[src/rtl/div_unit_pkg.sv]
// Shared definitions for the iterative divider.
// Holds the FSM state encoding, datapath width and iteration count, and a
// helper that returns the operand magnitude for signed or unsigned divides.
package div_unit_pkg;

    localparam int DIV_WIDTH = 32;
    localparam int DIV_ITERS = 32;

    typedef enum logic [1:0] {
        ST_IDLE = 2'd0,
        ST_BUSY = 2'd1,
        ST_DONE = 2'd2
    } div_state_t;

    // Two's-complement magnitude when the operation is signed and the
    // operand is negative; the raw value otherwise. The magnitude of
    // 0x80000000 wraps to 0x80000000, which is the correct unsigned value.
    function automatic logic [DIV_WIDTH-1:0] op_mag(input logic [DIV_WIDTH-1:0] v,
                                                    input logic is_signed);
        return (is_signed && v[DIV_WIDTH-1]) ? (~v + 1'b1) : v;
    endfunction

endpackage

[src/rtl/div_unit.sv]
// Iterative 32-bit restoring divider (DIV / DIVU), one quotient bit per cycle.
// Ports:
//   clk       rising-edge clock
//   rst       synchronous active-high reset
//   startDiv  level request, held until ready is seen
//   Sign      1 = signed divide, 0 = unsigned (sampled at accept)
//   annul     cancels an accepted or in-flight divide
//   opA, opB  dividend / divisor (sampled at accept)
//   result    {remainder, quotient}
//   ready     result valid (DONE state)
//   busy      iteration in progress (BUSY state)
module div_unit
    import div_unit_pkg::*;
(
    input  logic        clk,
    input  logic        rst,
    input  logic        startDiv,
    input  logic        Sign,
    input  logic        annul,
    input  logic [31:0] opA,
    input  logic [31:0] opB,
    output logic [63:0] result,
    output logic        ready,
    output logic        busy
);

    localparam logic [5:0] LAST_STEP = 6'(DIV_ITERS - 1);

    div_state_t state_reg, state_next;

    logic [5:0]           cnt_reg;
    logic [DIV_WIDTH-1:0] divisor_reg;
    // Holds the remaining dividend bits in the top and the developing
    // quotient bits in the bottom; one bit moves across per step.
    logic [DIV_WIDTH-1:0] quo_reg;
    logic [DIV_WIDTH-1:0] rem_reg;
    logic                 q_neg_reg;
    logic                 r_neg_reg;
    logic [63:0]          result_reg;

    logic                 accept;
    logic                 last_step;
    logic [DIV_WIDTH:0]   rem_shift;
    logic [DIV_WIDTH:0]   diff;
    logic                 take;
    logic [DIV_WIDTH-1:0] rem_step;
    logic [DIV_WIDTH-1:0] quo_step;
    logic [DIV_WIDTH-1:0] quo_fix;
    logic [DIV_WIDTH-1:0] rem_fix;

    assign accept    = (state_reg == ST_IDLE) && startDiv && !annul;
    assign last_step = (cnt_reg == LAST_STEP);

    // Restoring step. The partial remainder is always below the divisor, so
    // the shifted value is below 2*divisor and fits 33 bits; bit 32 of the
    // difference is therefore a clean borrow flag.
    always_comb begin
        rem_shift = {rem_reg, quo_reg[DIV_WIDTH-1]};
        diff      = rem_shift - {1'b0, divisor_reg};
        take      = ~diff[DIV_WIDTH];
        rem_step  = take ? diff[DIV_WIDTH-1:0] : rem_shift[DIV_WIDTH-1:0];
        quo_step  = {quo_reg[DIV_WIDTH-2:0], take};
        quo_fix   = q_neg_reg ? (~quo_step + 1'b1) : quo_step;
        rem_fix   = r_neg_reg ? (~rem_step + 1'b1) : rem_step;
    end

    always_comb begin
        state_next = state_reg;
        case (state_reg)
            ST_IDLE: begin
                if (accept)
                    state_next = (opB == '0) ? ST_DONE : ST_BUSY;
            end
            ST_BUSY: begin
                if (annul)
                    state_next = ST_IDLE;
                else if (last_step)
                    state_next = ST_DONE;
            end
            ST_DONE: begin
                if (annul || !startDiv)
                    state_next = ST_IDLE;
            end
            default: state_next = ST_IDLE;
        endcase
    end

    always_ff @(posedge clk) begin
        if (rst)
            state_reg <= ST_IDLE;
        else
            state_reg <= state_next;
    end

    always_ff @(posedge clk) begin
        if (rst) begin
            cnt_reg     <= '0;
            divisor_reg <= '0;
            quo_reg     <= '0;
            rem_reg     <= '0;
            q_neg_reg   <= 1'b0;
            r_neg_reg   <= 1'b0;
            result_reg  <= '0;
        end else if (accept) begin
            cnt_reg     <= '0;
            divisor_reg <= op_mag(opB, Sign);
            quo_reg     <= op_mag(opA, Sign);
            rem_reg     <= '0;
            q_neg_reg   <= (opA[31] ^ opB[31]) & Sign;
            r_neg_reg   <= opA[31] & Sign;
            if (opB == '0)
                result_reg <= '0;
        end else if (state_reg == ST_BUSY && !annul) begin
            cnt_reg <= cnt_reg + 6'd1;
            quo_reg <= quo_step;
            rem_reg <= rem_step;
            if (last_step)
                result_reg <= {rem_fix, quo_fix};
        end
    end

    assign result = result_reg;
    assign ready  = (state_reg == ST_DONE);
    assign busy   = (state_reg == ST_BUSY);

endmodule

[config.mk]
export PLATFORM = sky130hd
export DESIGN_NAME = div_unit
export DESIGN_NICKNAME = d
export VERILOG_FILES = /design/src/rtl/div_unit_pkg.sv /design/src/rtl/div_unit.sv
export SDC_FILE = /design/constraint.sdc
export NUM_CORES = 1
export LEC_CHECK = 0
export ABC_CLOCK_PERIOD_IN_PS = 8280
export BUFFER_PORTS_ARGS = -buffer_cell sky130_fd_sc_hd__buf_2
export CAP_MARGIN = 10
export CORE_AREA = 2 2 199 201
export CTS_BUF_LIST = sky130_fd_sc_hd__clkbuf_16
export CTS_CLUSTER_SIZE = 30
export DETAILED_ROUTE_END_ITERATION = 10
export DIE_AREA = 0 0 201 203
export SKIP_LAST_GASP = 1
export SYNTH_ARGS = -nofsm -noshare
export SYNTH_HDL_FRONTEND = slang
export SYNTH_SLANG_ARGS = --single-unit
export TNS_END_PERCENT = 1
[constraint.sdc]
create_clock -name clk -period 8.28 [get_ports clk]
set_input_delay 1.656 -clock clk [delete_from_list [all_inputs] [get_ports clk]]
set_output_delay 1.656 -clock clk [all_outputs]
set_load 0.005 [all_outputs]
[Yosys cells after proc, flatten, opt, wreduce, memory -nomap -nowiden]
Index checks and enable logic that the tools add are counted.
Operators by class
  add/subtract/negate cells: 6
  equal/unequal tests: 7
  multiplexer cells: 17
  bitwise operators: 8
  reduce and logical (&&, ||, !) cells: 15
Operators by type and width (count)
  64-bit two-way mux: 4
  32-bit two-way mux: 7
  32-bit by 1-bit adder with 32-bit output, second input constant: 4
  32-bit NOT: 4
  33-bit by 32-bit subtractor with 33-bit output: 1
  32-bit logical NOT: 1
  2-bit two-way mux: 5
  6-bit by 1-bit adder with 6-bit output, second input constant: 1
  6-bit by 5-bit == test with 1-bit output, second input constant: 1
  2-bit one-hot mux with 3 select lines: 1
  3-bit AND reduction: 2
  1-bit logical AND: 5
  2-bit by 1-bit != test with 1-bit output, second input constant: 2
  2-bit nonzero test: 2
  3-bit by 2-bit != test with 1-bit output, second input constant: 1
  1-bit bitwise AND: 2
  2-bit by 1-bit == test with 1-bit output, second input constant: 1
  2-bit == test, second input constant: 1
  1-bit logical NOT: 2
  2-bit logical NOT: 1
  2-bit != test, second input constant: 1
  2-bit OR reduction: 1
  1-bit logical OR: 1
  1-bit NOT: 1
  1-bit XOR: 1
Word-level totals
  flip-flop bits (word level): 170
  input port bits: 69
  output and inout bits: 66

[Depth between registers and ports, before layout]
Gate-level depths: netlist of run 1.
  depth after elaboration: 8
  depth in mapped cells: 22

[Worst setup path after synthesis of run 1]
Ideal clock, no wire load.
  path kind: input to register
  from: in opB[5]
  to: reg result_reg[53], in the netlist result[53]
  setup time: 0.117 ns
  data arrival time: 4.497 ns
  setup slack: 3.666 ns
  stages on the path: 11
  buffers on the path: 1
  cells stage by stage: or4_1 or3_1 or3_1 nor3_1 nand3_1 or4_1 nor3_2 a21oi_1 nor2b_1 buf_2 a22o_1
Between the ends
  word-level cells in the longest chain between the ends: 3
RTL lines
  start: declaration: RTL line div_unit.sv:21  | input logic [31:0] opB,
  32-bit logical NOT: RTL line div_unit.sv:111  | if (opB == '0)
  2-bit by 1-bit != test with 1-bit output (no line)
  3-bit AND reduction (no line)
  end signal: assignment: RTL line div_unit.sv:118  | result_reg <= {rem_fix, quo_fix};
  end: declaration: RTL line div_unit.sv:39  | logic [63:0] result_reg;
Every way passes these cells.
A chain may end at the register's enable or synchronous reset.

[Worst setup path after layout of run 1]
  from: in opB[5]
  to: reg result_reg[62], in the netlist result[62]
Same word-level chain as after synthesis.

==> results of run 1 <==
## power by group through the flow
stage                     clock (mW)  combinational (mW)  sequential, mW
after floorplan                    0               0.562           0.887
after global placement             0               0.744           0.899
after detailed placement           0               0.752           0.900
after CTS                      0.872               0.756           0.881
after global routing           0.901               0.845           0.885
final                          0.861               0.768           0.881
## area by class of cell
| cell class | count | area (sq um) | share of cell area (%) |
|---|---|---|---|
| diodes | 1 | 2.50 | 0.0190 |
| clock buffers | 17 | 425 | 3.23 |
| clock inverters | 14 | 181 | 1.38 |
| inverters | 54 | 203 | 1.54 |
| multi-input cells | 1200 | 7510 | 57.0 |
| flip-flops and latches | 170 | 3400 | 25.8 |
| well taps | 518 | 648 | 4.92 |
| repair buffers | 148 | 806 | 6.11 |
## critical path: stages
cell	delay [ps]
buf_2	120
or4_1	560
or3_1	390
or3_1	350
nor3_1	230
nand3_1	170
or4_1	480
nor3_2	230
a21oi_2	90
buf_4	280
nor2b_2	310
buf_8	210
a22oi_1	180
nand3_1	90
## kinds of logic after synthesis
family                   count (synthesis)
AO/OA/AOI/OAI                          422
XOR/XNOR                               139
adder cells (fa/ha/maj)                 38
buffers and inverters                  144
flip-flops                             170
multiplexers                            33
AND/OR/NAND/NOR                        568
## through the flow
stage          hold WS (ps)  cell area, sq um  worst slack [ps]  utilization [%]  cells
6_report                449             13200              3250             34.3   2122
5_1_grt                 473             13200              3040             34.3   2121
4_1_cts                 453             13100              3300             34.1   2119
3_5_place_dp            442             12500              2840             32.6   2088
3_3_place_gp            434             12500              2830             32.6   2088
2_1_floorplan           432             11400              3670                -   1514
## path summary, 6_finish.rpt
kind	from	end	slack, ps
setup reg to reg	quo_reg[31]	result[60]	3460
setup / recovery	opB[5]	result[62]	3250
hold / removal	result[29]	result[29]	450
hold reg to reg	result[29]	result[29]	450
## cells in the final DEF (no fill, tap or decap), types with 7 or more instances in the layout
cell / netlist / routed
a311oi_1: 34 / 34
dfxtp_1: 170 / 170
o31ai_1: 19 / 19
a31oi_1: 15 / 15
and2_1: 11 / 11
ha_1: 37 / 37
o21ai_0: 94 / 94
xnor2_1: 71 / 71
xor2_1: 68 / 68
or3_1: 29 / 28
buf_2: 11 / 133
nand3_1: 18 / 18
nand4_1: 10 / 10
nor4_1: 15 / 15
a22oi_1: 38 / 38
buf_4: 0 / 13
mux2i_1: 30 / 30
a21oi_1: 83 / 82
or4_1: 16 / 16
nand2b_1: 11 / 9
and3_1: 7 / 7
a21o_1: 11 / 11
o21ai_1: 10 / 10
nand2_1: 190 / 190
inv_1: 54 / 54
nor3_1: 34 / 32
nor2_1: 199 / 198
a211oi_1: 58 / 58
clkbuf_16: 0 / 17
o41ai_1: 10 / 10
## layer usage
layer  share of wire (%)  vias up  global-route usage [%]
met2                  47      254                    29.6
met1                  45     5293                    22.4
li1                    -     5585                       -
met4                 2.1        4                    5.16
met3                 5.3       51                    3.63
met5               0.074        -                       0
==> results.yml, run 1 <==
run_status:
  status: "finished clean"
final_layout:
  largest_reg_flops: 64
  syn_to_final_growth_pct: 15.2
  drive_gt1_share_pct: 13.3
  fillerInstances: 4074
  nNetsFinal: 1698
clock_tree:
  cts_tree: "yes"
  clock_tree.root_cell: "clkbuf_16"
  insertion_delay_ps: 460
  clkTransAtPathRegs_ps: 70
  cts-htree-levels: 4
  cts.sink_count: 170
  cts_resized: 0
  post_cts_buffers: 0
  clockBufferDepth: 2
  hold_buffers: 0
  cts_buffers: 17
sta:
  setup_tns_ps: 0
  setup_viol: 0
  min_period_ps: 5030
  hold_violations: 0
  worst_pin_slew_ps: 1090
  post-route-period-util_pct: 60.8
  fmax_mhz: 199
  slew_violations: 0
  rsz0062_at_grt: "false"
  finalClockSkew_ps: 21.0
  relSlewSlack_pct: 27.6
critical_path:
  worstPathMaxFanout: 35
  end_kind: "flop"
  crit_type: "in -> reg"
  timing.critical_path.arrival_ps: 5360
  r2r_cells: 18
  required_ps: 8610
  cp-start-kind: "primary input"
logic_synthesis:
  synth-simple-area-share_pct: 22.6
  ys_seq_area_share_pct: 29.7
  synthesis.nets: 1621
  ys.warnings.count: 0
  synthArstFlopShare_pct: 0
  synth-edff-count: 0
  synth-main-ff-cell: "dfxtp_1"
  synth_compound_area_share_pct: 25.0
  yosys.area.top_type: "dfxtp_1"
  syn_inst: 1514
  ys_ff_latch: 170
  netlist_area_sq_um: 11400
  muxShareOfSynthArea_pct: 2.92
  ys_types: 68
  synth_adder_area_share_pct: 4.22
  synthTopCellsByCount: "nor2_1, nand2_1, dfxtp_1, o21ai_0, a21oi_1"
  yosysTopAreaCellShare_pct: 29.7
  synth_top_family_by_area: "compound AO/OA/AOI/OAI gates"
  synth_area_leaders: "dfxtp_1, nor2_1, nand2_1, xnor2_1, xor2_1"
  yosysMostFrequentCell: "nor2_1"
  synth-xor-area-share_pct: 10.6
  syn_area_per_cell_sq_um: 7.56
die:
  fp.dieW_um: 201
  coreArea_sq_um: 38500
  die-area_sq_um: 40800
  die_y_um: 203
  core.rowCount: 72
  num_io_pins: 135
  start_util_pct: 29.7
detailed_routing:
  drc_errors: 0
  vias_per_cell: 5.27
  postRouteAntennaNets: 0
  firstDrtPassIters: 5
  dr.first_iter.drc_count: 770
  vias: 11200
  wirelength_um: 36400
  routedWlPerCell_um: 17.1
grt:
  grt_pass1_wl_um: 56800
  grt.total_usage_pct: 17.5
  grt_max_degree: 92
  grt_pass1_vias: 10400
  antenna_found_initial: 2
  gr-total-overflow: 0
place:
  hpwl_um: 27700
  portBuffers: 134
  gp_congestion: 0.870
power_and_ir_drop:
  switching_share_pct: 36.0
  p_leak_nw: 5.08
  comb_power_share_pct: 30.6
  power_density_nw_per_um2: 190
  clock_power_share_pct: 34.3
  ir_worst_vdd_mv: 0.132
  p_total_mw: 2.51
  seq_power_share_pct: 35.1
  p_switching_uw: 903
  p_int_mw: 1.61
worst_hold_path:
  min_path_type: "reg -> reg"
  min_path_cells: 2
flow_run:
  cap_violations: 0
Power figures use the tool's default switching activity.
==> inputs of run 2 (changes only) <==
ABC_CLOCK_PERIOD_IN_PS = 4650   (was 8280)
clock period = 4.65 ns   (was 8.28 ns; I/O delays follow)
==> run 2 against run 1 <==
  * Clock-buffer cell count unchanged
  * Sequential power increased by 78%
  * Total power increased by 79%
  * Combinational power increased by 82%
  * Final cell count increased by 0.80%
  * Non-clock buffer count increased by 15
  * Design area increased by 0.81%
  * Via count increased by 1.1%
  * Sequential share of layout area decreased by 0.21 points
  * Flip-flop and latch count unchanged
  * Register-to-register slack got worse by 3200 ps
  * Utilization increased by 0.28 points
==> results.yml, run 2 (same netlist as run 1, synthesis figures left out) <==
worst_hold_path:
  min-delay-start: "result[27]"
  min_path_type: "reg -> reg"
final_layout:
  postLayoutCellArea_sq_um: 13300
  nNetsFinal: 1713
  fillerInstances: 4146
  final_cell_mix: "nor2_1, nand2_1, dfxtp_1"
  syn_to_final_growth_pct: 16.1
  fin_util_pct: 34.5
  stdcell_count: 2139
  largest_reg_flops: 64
  drive_gt1_share_pct: 14.3
  final_common_cell: "nor2_1"
detailed_routing:
  postRouteAntennaNets: 0
  drc_errors: 0
  vias: 11300
  vias_per_cell: 5.29
  firstDrtPassIters: 5
  routedWlPerCell_um: 17.4
  dr.first_iter.drc_count: 853
  wirelength_um: 37300
place:
  dp_worst_setup_slack_ps: 230
  hpwl_um: 28700
  gp_congestion: 0.928
  portBuffers: 134
  placed_area_sq_um: 12700
  dp.cells: 2104
critical_path:
  cpPeakStageDelay_ps: 460
  crit_slowest_cell: "or3_1"
  crit_type: "reg -> reg"
  required_ps: 4950
  worstPathMaxFanout: 6
  cp-start-kind: "flop"
  r2r_start: "rem_reg[7]"
  critPathMostFrequentCell: "or3_1"
  timing.critical_path.arrival_ps: 4720
  end_kind: "flop"
  path_cells: "ha_1, a21oi_1, o21ai_0, or3_1, a211oi_1, nor4b_2, a31oi_1, or3_1, o31ai_1, xnor2_1, o21ai_1"
  cp-startpoint: "rem_reg[7]"
clock_tree:
  insertion_delay_ps: 450
  hold_buffers: 0
  cts_buffers: 17
  clock_tree.root_cell: "clkbuf_16"
  cts_tree: "yes"
  clockBufferDepth: 2
  cts.sink_count: 170
  cts-htree-levels: 4
  clkTransAtPathRegs_ps: 80
die:
  coreArea_sq_um: 38500
  die-area_sq_um: 40800
  fp.dieW_um: 201
  num_io_pins: 135
  start_util_pct: 29.7
  core.rowCount: 72
  die_y_um: 203
power_and_ir_drop:
  clock_power_share_pct: 33.7
  comb_power_share_pct: 31.3
  p_int_mw: 2.84
  p_total_mw: 4.48
  p_leak_nw: 5.15
  seq_power_share_pct: 35.0
  switching_share_pct: 36.7
  power_density_nw_per_um2: 337
  ir_worst_vdd_mv: 0.263
  p_switching_mw: 1.64
grt:
  grt_pass1_vias: 10700
  gr-total-overflow: 0
  grt_pass1_wl_um: 58500
  antenna_found_initial: 2
  grt_max_degree: 69
  grt.total_usage_pct: 18.0
run_status:
  status: "finished clean"
sta:
  fmax_mhz: 226
  rsz0062_at_grt: "true"
  finalClockSkew_ps: 12.8
  hold_violations: 0
  min_period_ps: 4430
  setup_viol: 0
  setup_slack_ps: 223
  post-route-period-util_pct: 95.2
  worst_pin_slew_ps: 1150
  relSlewSlack_pct: 23.3
  slew_violations: 0
  holdWs_ps: 454
  setup_tns_ps: 0
flow_run:
  cap_violations: 0
==> run 2: changes by cell type in the layout (fill, tap and decap cells not counted), moves of 2 or more <==
cell / delta
buf_4: +16
inv_6: -4
clkinv_1: -2
clkinv_4: +2
clkinvlp_4: +2
inv_8: +2
==> run 2: power by group through the flow <==
stage               Sequential (mW)  Clock (mW)  Combinational [mW]
floorplan                      1.58           0                1.00
global placement               1.60           0                1.37
detailed placement             1.60           0                1.38
CTS                            1.57        1.54                1.38
global route                   1.58        1.60                1.54
finish                         1.57        1.51                1.40
==> run 2: repair_timing <==
action | CTS | global route
resized for setup | 0 | 1
setup buffers | 0 | 1
setup endpoints to repair | 0 | 2
==> run 2: cell type report <==
class / instances / area [sq um] / share of cell area (%)
multi-input cells: 1200 / 7520 / 56.6
flip-flops and latches: 170 / 3400 / 25.6
clock inverters: 15 / 184 / 1.38
well taps: 518 / 648 / 4.88
repair buffers: 163 / 903 / 6.80
diodes: 2 / 5.00 / 0.0377
inverters: 54 / 203 / 1.53
clock buffers: 17 / 425 / 3.20
==> run 2: final timing paths <==
kind                                    to  slack (ps)  cells after the start
worst min register to register  result[27]         450                      2
worst min-delay path            result[27]         450                      2
worst max register to register  result[63]         220                     11
worst max-delay path            result[63]         220                     11
==> run 2: per-layer routing <==
layer  track usage [%]  wire length [um]  up-vias  share of wire, %
met2              30.3             17600      290                47
met5                 0                13        -             0.035
met1              23.3             16900     5341                45
met4              5.95               937        2               2.5
li1                  -                 -     5625                 -
met3              2.99              1820       57               4.9
==> run 2: critical path: cells and delay by family (launching register included) <==
family,cells,cell delay [ps]
and+or+nand+nor,3,1340
xor gates and xnor gates,1,180
AOI/OAI and AO/OA,6,1990
adders and majority gates,1,330
DFF,1,450
==> inputs of run 3 (changes only) <==
ABC_CLOCK_PERIOD_IN_PS = 5800   (was 4650)
REMOVE_ABC_BUFFERS = 1   (was default)
clock period = 5.8 ns   (was 4.65 ns; I/O delays follow)
==> run 3 against run 2 <==
  * Maximum frequency down 4.0%
  * Flip-flop and latch count unchanged
  * Setup slack better by 960 ps
  * Wire length down 1.5%
  * Sequential share of layout area is 0.26 points higher
  * First-iteration DRC count fell by 2.0%
  * Clock-buffer cell count stayed put
  * Sequential power is 20% lower
  * Die area unchanged
  * Critical path type unchanged
  * Highest routed layer unchanged
==> results.yml, run 3 (same netlist as run 1, synthesis figures left out) <==
run_status:
  status: "finished clean"
detailed_routing:
  vias_per_cell: 5.35
  postRouteAntennaNets: 0
  drc_errors: 0
  wirelength_um: 36700
  vias: 11400
  routedWlPerCell_um: 17.3
  firstDrtPassIters: 5
  dr.first_iter.drc_count: 836
power_and_ir_drop:
  power_density_nw_per_um2: 266
  clock_power_share_pct: 33.1
  comb_power_share_pct: 31.0
  p_int_mw: 2.19
  switching_share_pct: 37.5
  p_switching_mw: 1.32
  seq_power_share_pct: 35.9
  ir_worst_vdd_mv: 0.235
  p_leak_nw: 5.06
clock_tree:
  cts_resized: 0
  cts.sink_count: 170
  cts_tree: "yes"
  clkTransAtPathRegs_ps: 80
  post_cts_buffers: 0
  hold_buffers: 0
  clock_tree.root_cell: "clkbuf_16"
  cts-htree-levels: 4
  cts_buffers: 17
  insertion_delay_ps: 450
  clockBufferDepth: 2
sta:
  setup_slack_ps: 1190
  setup_tns_ps: 0
  min_period_ps: 4610
  post-route-period-util_pct: 79.5
  rsz0062_at_grt: "false"
  hold_violations: 0
  worst_pin_slew_ps: 1050
  finalClockSkew_ps: 15.5
  relSlewSlack_pct: 30.2
  fmax_mhz: 217
  slew_violations: 0
  setup_viol: 0
final_layout:
  fin_util_pct: 34.2
  final_cell_mix: "nor2_1, nand2_1, dfxtp_1"
  fillerInstances: 4082
  regArea_sq_um: 3400
  syn_to_final_growth_pct: 15.0
  stdcell_count: 2123
  largest_reg_flops: 64
  num_antenna_cells: 0
  multi_input_area_sq_um: 7520
  final_common_cell: "nor2_1"
  drive_gt1_share_pct: 13.5
  postLayoutCellArea_sq_um: 13200
  nNetsFinal: 1699
critical_path:
  required_ps: 6100
  cpPeakStageDelay_ps: 430
  crit_buf_inv: 2
  crit_family: "compound AO/OA/AOI/OAI gates"
  worstPathMaxFanout: 13
  timing.critical_path.arrival_ps: 4920
  cp-start-kind: "flop"
  path_cells: "inv_1, ha_1, fa_1, nand2b_2, a211oi_4, o21ai_2, a211oi_4, o21a_4, nor2_4, inv_1, ha_1, nand2b_1, or2_2, o21a_1, a21oi_1, nand2_1, xor2_1, a22oi_1, nor2_1"
  crit_slowest_cell: "fa_1"
  crit_type: "reg -> reg"
  end_kind: "flop"
place:
  portBuffers: 134
  placed_area_sq_um: 12600
  hpwl_um: 27700
  dp_worst_setup_slack_ps: 825
  gp_congestion: 0.915
  dp.cells: 2091
flow_run:
  cap_violations: 0
die:
  coreArea_sq_um: 38500
  num_io_pins: 135
  start_util_pct: 29.7
  fp.dieW_um: 201
  die_y_um: 203
  die-area_sq_um: 40800
  core.rowCount: 72
grt:
  grt_max_degree: 95
  antenna_found_initial: 1
  grt_pass1_wl_um: 57600
  grt.total_usage_pct: 17.7
  grt_pass1_vias: 10700
  gr-total-overflow: 0
worst_hold_path:
  min_path_type: "reg -> reg"
[run 3: stage by stage]
stage	hold slack (ps)	power, mW
2_1_floorplan	426	2.04
3_3_place_gp	433	2.34
3_5_place_dp	439	2.36
4_1_cts	449	3.51
5_1_grt	467	3.69
6_report	444	3.50
[run 3: worst reg2reg max path, stage by stage (launching register included)]
cell,delay (ps)
dfxtp_1,340
inv_1,50
ha_1,190
fa_1,430
nand2b_2,240
a211oi_4,370
o21ai_2,180
a211oi_4,330
o21a_4,210
nor2_4,50
inv_1,300
ha_1,250
nand2b_1,80
or2_2,370
o21a_1,240
a21oi_1,360
nand2_1,120
xor2_1,160
a22oi_1,150
nor2_1,60
[run 3: final cells by class]
class | count | share of cell area [%]
Clock buffer | 17 | 3.23
Tap cell | 518 | 4.93
Timing Repair Buffer | 149 | 5.97
Sequential cell | 170 | 25.9
Inverter | 54 | 1.54
Clock inverter | 15 | 1.32
Multi-Input combinational cell | 1200 | 57.1
[run 3: per-layer routing]
layer,routed length (um),GRT usage (%)
met1,17200,23.7
met2,17200,29.4
met3,1580,2.68
met4,718,4.87
met5,13,0
[run 3: path summary, 6_finish.rpt]
kind,from,endpoint,slack [ps],cells after the start
worst min-delay path,result[31],result[31],440,2
worst max-delay path,quo_reg[31],result[24],1190,19
worst max register to register,quo_reg[31],result[24],1190,19
worst min register to register,result[31],result[31],440,2
[run 3: power groups by stage]
stage                     registers (mW)  clock network, mW  logic (mW)
after CTS                           1.26               1.18        1.08
final                               1.26               1.16        1.09
after global routing                1.26               1.23        1.20
after global placement              1.28                  0        1.06
after detailed placement            1.28                  0        1.07
after floorplan                     1.27                  0       0.772
